**src/rtl/rf_pkg.sv**
```systemverilog
// rf_pkg: shared register-file defaults and the one-hot helper used by the write decoder
package rf_pkg;
    localparam int RF_ADDR_W     = 5;
    localparam int RF_DATA_W     = 32;
    localparam int RF_MAX_ADDR_W = 10;
    localparam int RF_MAX_NREG   = 2 ** RF_MAX_ADDR_W;

    function automatic logic [RF_MAX_NREG-1:0] onehot(input logic [RF_MAX_ADDR_W-1:0] addr);
        return RF_MAX_NREG'(1) << addr;
    endfunction
endpackage

```
**src/rtl/regfile_1w2r_dec.sv**
```systemverilog
// onehot_dec: write-address decoder, exactly one bit set when enabled, all zero otherwise
module onehot_dec
    import rf_pkg::*;
#(
    parameter int ADDR_W = RF_ADDR_W
) (
    input  logic [ADDR_W-1:0]    i_addr,
    input  logic                 i_en,
    output logic [2**ADDR_W-1:0] o_sel
);
    localparam int NREG = 2 ** ADDR_W;

    if (ADDR_W > RF_MAX_ADDR_W) begin : g_bad_width
        $error("onehot_dec: ADDR_W exceeds RF_MAX_ADDR_W");
    end

    assign o_sel = i_en ? NREG'(onehot(RF_MAX_ADDR_W'(i_addr))) : '0;
endmodule

```
**src/rtl/regfile_1w2r.sv**
```systemverilog
// regfile_1w2r: 1-write/2-read register file with optional zero register, bypass and write strobe
module regfile_1w2r
    import rf_pkg::*;
#(
    parameter int ADDR_W  = RF_ADDR_W,
    parameter int DATA_W  = RF_DATA_W,
    parameter bit ZERO_R0 = 1'b1,
    parameter bit BYPASS  = 1'b1
) (
    input  logic                 clk,
    input  logic                 rst_n,
    input  logic                 i_we,
    input  logic [ADDR_W-1:0]    i_waddr,
    input  logic [DATA_W-1:0]    i_wdata,
    input  logic [ADDR_W-1:0]    i_raddr_a,
    input  logic [ADDR_W-1:0]    i_raddr_b,
    output logic [DATA_W-1:0]    o_rdata_a,
    output logic [DATA_W-1:0]    o_rdata_b,
    output logic [2**ADDR_W-1:0] o_wsel_q
);
    localparam int NREG = 2 ** ADDR_W;

    logic [NREG-1:0]   w_wsel;
    logic [DATA_W-1:0] r_regs [NREG];
    logic              w_fwd_a;
    logic              w_fwd_b;

    onehot_dec #(.ADDR_W(ADDR_W)) u_dec (
        .i_addr (i_waddr),
        .i_en   (i_we),
        .o_sel  (w_wsel)
    );

    for (genvar i = 0; i < NREG; i++) begin : g_reg
        if (ZERO_R0 && i == 0) begin : g_zero
            assign r_regs[i] = '0;
        end else begin : g_flop
            // Storage flop, loaded only when the decoder selects this register
            always_ff @(posedge clk or negedge rst_n) begin
                if (!rst_n)
                    r_regs[i] <= '0;
                else if (w_wsel[i])
                    r_regs[i] <= i_wdata;
            end
        end
    end

    // Strobe records the requested write, even when the zero register discards it
    always_ff @(posedge clk or negedge rst_n) begin
        if (!rst_n)
            o_wsel_q <= '0;
        else
            o_wsel_q <= w_wsel;
    end

    // Forwarding is suppressed in reset so reads return 0 while rst_n is low
    assign w_fwd_a = BYPASS && rst_n && i_we && (i_raddr_a == i_waddr);
    assign w_fwd_b = BYPASS && rst_n && i_we && (i_raddr_b == i_waddr);

    // Port A read: zero register wins, then bypass, then stored value
    always_comb begin
        o_rdata_a = (ZERO_R0 && i_raddr_a == '0) ? '0 : w_fwd_a ? i_wdata : r_regs[i_raddr_a];
    end

    // Port B read: same priority as port A, resolved independently
    always_comb begin
        o_rdata_b = (ZERO_R0 && i_raddr_b == '0) ? '0 : w_fwd_b ? i_wdata : r_regs[i_raddr_b];
    end
endmodule
```
**config.mk**
```make
export PLATFORM = sky130hd
export DESIGN_NAME = regfile_1w2r
export DESIGN_NICKNAME = d
export VERILOG_FILES = /design/src/rtl/rf_pkg.sv /design/src/rtl/regfile_1w2r_dec.sv /design/src/rtl/regfile_1w2r.sv
export SDC_FILE = /design/constraint.sdc
export NUM_CORES = 2
export LEC_CHECK = 0
export BUFFER_PORTS_ARGS = -buffer_cell sky130_fd_sc_hd__buf_2
export CELL_PAD_IN_SITES_DETAIL_PLACEMENT = 0
export CELL_PAD_IN_SITES_GLOBAL_PLACEMENT = 1
export CORE_MARGIN = 4
export CORE_UTILIZATION = 36
export CTS_BUF_LIST = sky130_fd_sc_hd__clkbuf_4 sky130_fd_sc_hd__clkbuf_8 sky130_fd_sc_hd__clkbuf_16
export CTS_CLUSTER_DIAMETER = 120
export DETAILED_ROUTE_END_ITERATION = 8
export GPL_TIMING_DRIVEN = 0
export PLACE_DENSITY = 0.58
export SETUP_SLACK_MARGIN = 0.15
export SLEW_MARGIN = 0
export SYNTH_ARGS = -nofsm -noshare
export SYNTH_HDL_FRONTEND = slang
export SYNTH_SLANG_ARGS = --single-unit
export TNS_END_PERCENT = 50
```
**constraint.sdc**
```tcl
create_clock -name clk -period 8.4 [get_ports clk]
set_input_delay 2.1 -clock clk [delete_from_list [all_inputs] [get_ports clk]]
set_output_delay 2.1 -clock clk [all_outputs]
set_load 0.03 [all_outputs]
```
==> impl_metrics.py <==
metrics = {
    "timing": {
        "slew_headroom_pct": 15.17,
        "worst_pin_slew_ps": 1272,
        "fin_skew_ps": 0,
        "slew_violations": 0,
        "hold_viol": 0,
        "post-route-period-util_pct": 97.60,
        "tns_ps": 0,
        "setup_violations": 0,
        "max_freq_ghz": 0.1220,
        "rsz0062_at_grt": "false",
        "period_needed_ps": 8198,
    },
    "place": {
        "io_buffers": 133,
        "place_hpwl_um": 168300,
        "placed_area_sq_um": 57760,
        "gp_congestion": 0.9637,
        "dp_cells": 5845,
    },
    "routing": {
        "drt_iter0_drc": 3954,
        "drc": 0,
        "wl_per_cell_um": 36.18,
        "drtPass1Iterations": 5,
        "antenna_left": 0,
        "routed_via_density": 6.063,
        "dr_total_vias": 36780,
        "totalWireLength_um": 219500,
    },
    "critical_path": {
        "crit_arrival_ps": 6100,
        "crit_path_start_kind": "input pin",
        "worstSetupPathType": "input pin to primary output",
        "worstPathRequired_ps": 6300,
        "worstSetupEndpointType": "primary output",
        "worstPathMaxFanout": 10,
    },
    "clocking": {
        "cts_hold_buf": 0,
        "cts_tree": "done",
        "cts-buffers-inserted": 116,
        "cts_sinks": 1024,
        "clock_tree.buffer_depth": 3,
        "cts_setup_buffers": 0,
        "path_clk_slew_ps": 60,
        "cts-root-buf": "clkbuf_16",
        "cts-htree-levels": 3,
        "clkLatencyLatePin_ps": 740,
    },
    "pwr": {
        "power.density_nw_per_um2": 247.2,
        "p_leak_nw": 26.59,
        "ir_worst_vdd_v": 0.0001916,
    },
    "synth": {
        "yosysSeqAreaShare_pct": 47.14,
        "syn_area_sq_um": 54360,
        "ys_warn_count": 0,
        "syn_area_per_cell_sq_um": 14.74,
        "syn-num-nets": 3739,
        "synthFlopType": "dfrtp_1",
        "postSynth.asyncResetShare_pct": 100.0,
        "synthCells": 3689,
        "netlist-cell-type-count": 38,
        "synth-edff-count": 0,
        "synth-seq-cells": 1024,
    },
    "finish": {
        "instances_no_fill": 6067,
        "area_delta_synth_final_pct": 13.77,
        "final_util_pct": 41.25,
        "nets": 4000,
        "drive_above_1_share_pct": 51.29,
        "postLayoutCellArea_sq_um": 61850,
    },
    "grt": {
        "grt_pass1_wl_um": 302500,
        "grtUsageTotal_pct": 27.56,
        "grt_pass1_vias": 37260,
        "overflow": 0,
        "antenna_found_initial": 17,
        "grt_max_degree": 154,
    },
    "status": {
        "status": "finished, final reports clean",
    },
    "floorplan": {
        "ios": 146,
        "die_w_um": 396.6,
        "row_count": 142,
        "die_y_um": 396.6,
        "dieArea_sq_um": 157300,
        "core_area_sq_um": 150000,
        "initial_core_util_pct": 36.25,
    },
    "job": {
        "drv_cap": 0,
    },
    "hold_path": {
        "hp-class": "flop to flop",
    },
}
-- synth_stat cells, drive strengths merged, types with 5 or more instances --
master	instances	area (sq um)
mux2	1056	11890
clkbuf	177	664.4
or2	5	31.28
nor3	64	320.3
a221oi	48	420.4
and2	5	31.28
nand2b	7	43.79
o22ai	130	813.3
inv	11	41.29
nor2b	63	396.6
mux4	448	10130
o31ai	48	360.4
buf	239	1508
nor2	126	490.5
xnor2	10	87.58
dfrtp	1024	25620
a211oi	16	120.1
nand3	5	25.02
nand2	54	202.7
a22oi	141	1059
-- through the flow --
stage / power, mW / setup WS [ps] / hold WS (ps)
after floorplan: 8.718 / 2378 / 469.9
after global placement: 9.889 / -18910 / 486.1
after detailed placement: 9.979 / -173.0 / 495.8
after CTS: 15.30 / 198.7 / 508.8
after global routing: 15.86 / 256.8 / 526.3
final: 15.29 / 201.5 / 508.3
-- critical path, cell delays in order --
cell	delay, ps
buf_2	180
clkbuf_1	440
nor2b_1	890
clkbuf_1	810
a22oi_1	150
nand2_1	210
o22ai_1	100
nor3_1	840
buf_2	350
-- layer usage --
layer | GRT usage, % | routed length [um] | vias to the layer above
met3 | 7.651 | 19360 | 339
li1 | - | - | 14820
met4 | 9.271 | 7893 | 8
met1 | 38.70 | 95140 | 20070
met5 | 0 | 58 | -
met2 | 41.26 | 97020 | 1547
-- kinds of logic after synthesis --
logic type | share of synthesized area (%)
AOI/OAI and AO/OA | 5.155
DFF | 47.14
muxes | 40.52
xor gates and xnor gates | 0.1611
buffers and inverters | 4.071
and+or+nand+nor | 2.960
-- where the power goes --
part           total [mW]  switching [mW]  internal (mW)  leakage (nW)
registers            6.55           0.680           5.87          13.1
logic                3.44            1.68           1.76          11.5
clock network        5.30            2.20           3.10          1.98
total                15.3            4.55           10.7          26.6
-- final cells by class --
type | instances | area (sq um)
clock buffers | 160 | 3411
fillers | 14080 | 88100
flip-flops and latches | 1024 | 25620
well taps | 2016 | 2522
inverters | 11 | 41.29
multi-input cells | 2238 | 26580
diodes | 11 | 27.53
repair buffers | 143 | 955.9
plain buffers | 416 | 2177
clock inverters | 48 | 513.0
-- cells in the final DEF (no fill, tap or decap), types with 3 or more instances in the layout --
cell / netlist / layout
nor2b_1: 62 / 62
o22ai_1: 130 / 130
a211oi_1: 16 / 16
nor3_2: 0 / 8
bufinv_16: 0 / 9
buf_16: 0 / 8
nand3_1: 5 / 5
inv_1: 11 / 11
o31ai_1: 48 / 48
nor2_2: 7 / 7
clkbuf_8: 0 / 20
clkbuf_16: 0 / 122
a221oi_1: 48 / 48
dfrtp_1: 1024 / 1024
buf_6: 27 / 27
clkinvlp_4: 0 / 4
clkbuf_4: 0 / 21
buf_2: 157 / 288
mux4_2: 436 / 436
mux2_1: 31 / 31
a22oi_1: 141 / 141
clkbuf_1: 177 / 175
mux4_1: 12 / 12
buf_4: 49 / 50
buf_1: 4 / 4
xnor2_1: 10 / 10
inv_6: 0 / 4
or2_2: 4 / 4
mux2_2: 1025 / 1025
diode_2: 0 / 11
nor2_1: 119 / 119
nand4_1: 3 / 3
nand2_1: 54 / 54
and2_1: 5 / 5
nand2b_1: 7 / 7
nor3_1: 64 / 55
clkinv_2: 0 / 29
-- what timing repair did --
| item | in CTS | in global routing |
|---|---|---|
| endpoints found under the hold margin | 0 | 0 |
| gates cloned | 0 | 3 |
| pin swaps | 0 | 0 |
| gates resized for setup | 11 | 3 |
| setup endpoints to repair | 9 | 40 |
-- registers in the layout (all words and copies together), names as in the netlist --
name,count
r_regs,992
o_wsel_q,32
-- worst paths after layout --
check                      slack (ps)                    start                 endpoint  depth (start not counted)
min reg2reg                       510  r_regs[106]$_DFFE_PN0P_  r_regs[106]$_DFFE_PN0P_                          1
max in group asynchronous        5270                    rst_n  r_regs[581]$_DFFE_PN0P_                          3
min in group asynchronous        1320                    rst_n   o_wsel_q[28]$_DFF_PN0_                          1
max reg2reg                      7590  r_regs[563]$_DFFE_PN0P_  r_regs[563]$_DFFE_PN0P_                          1
min                               510  r_regs[106]$_DFFE_PN0P_  r_regs[106]$_DFFE_PN0P_                          1
max                               200             i_raddr_a[4]            o_rdata_a[15]                          9
No activity file was read; power rests on OpenSTA's default activity.
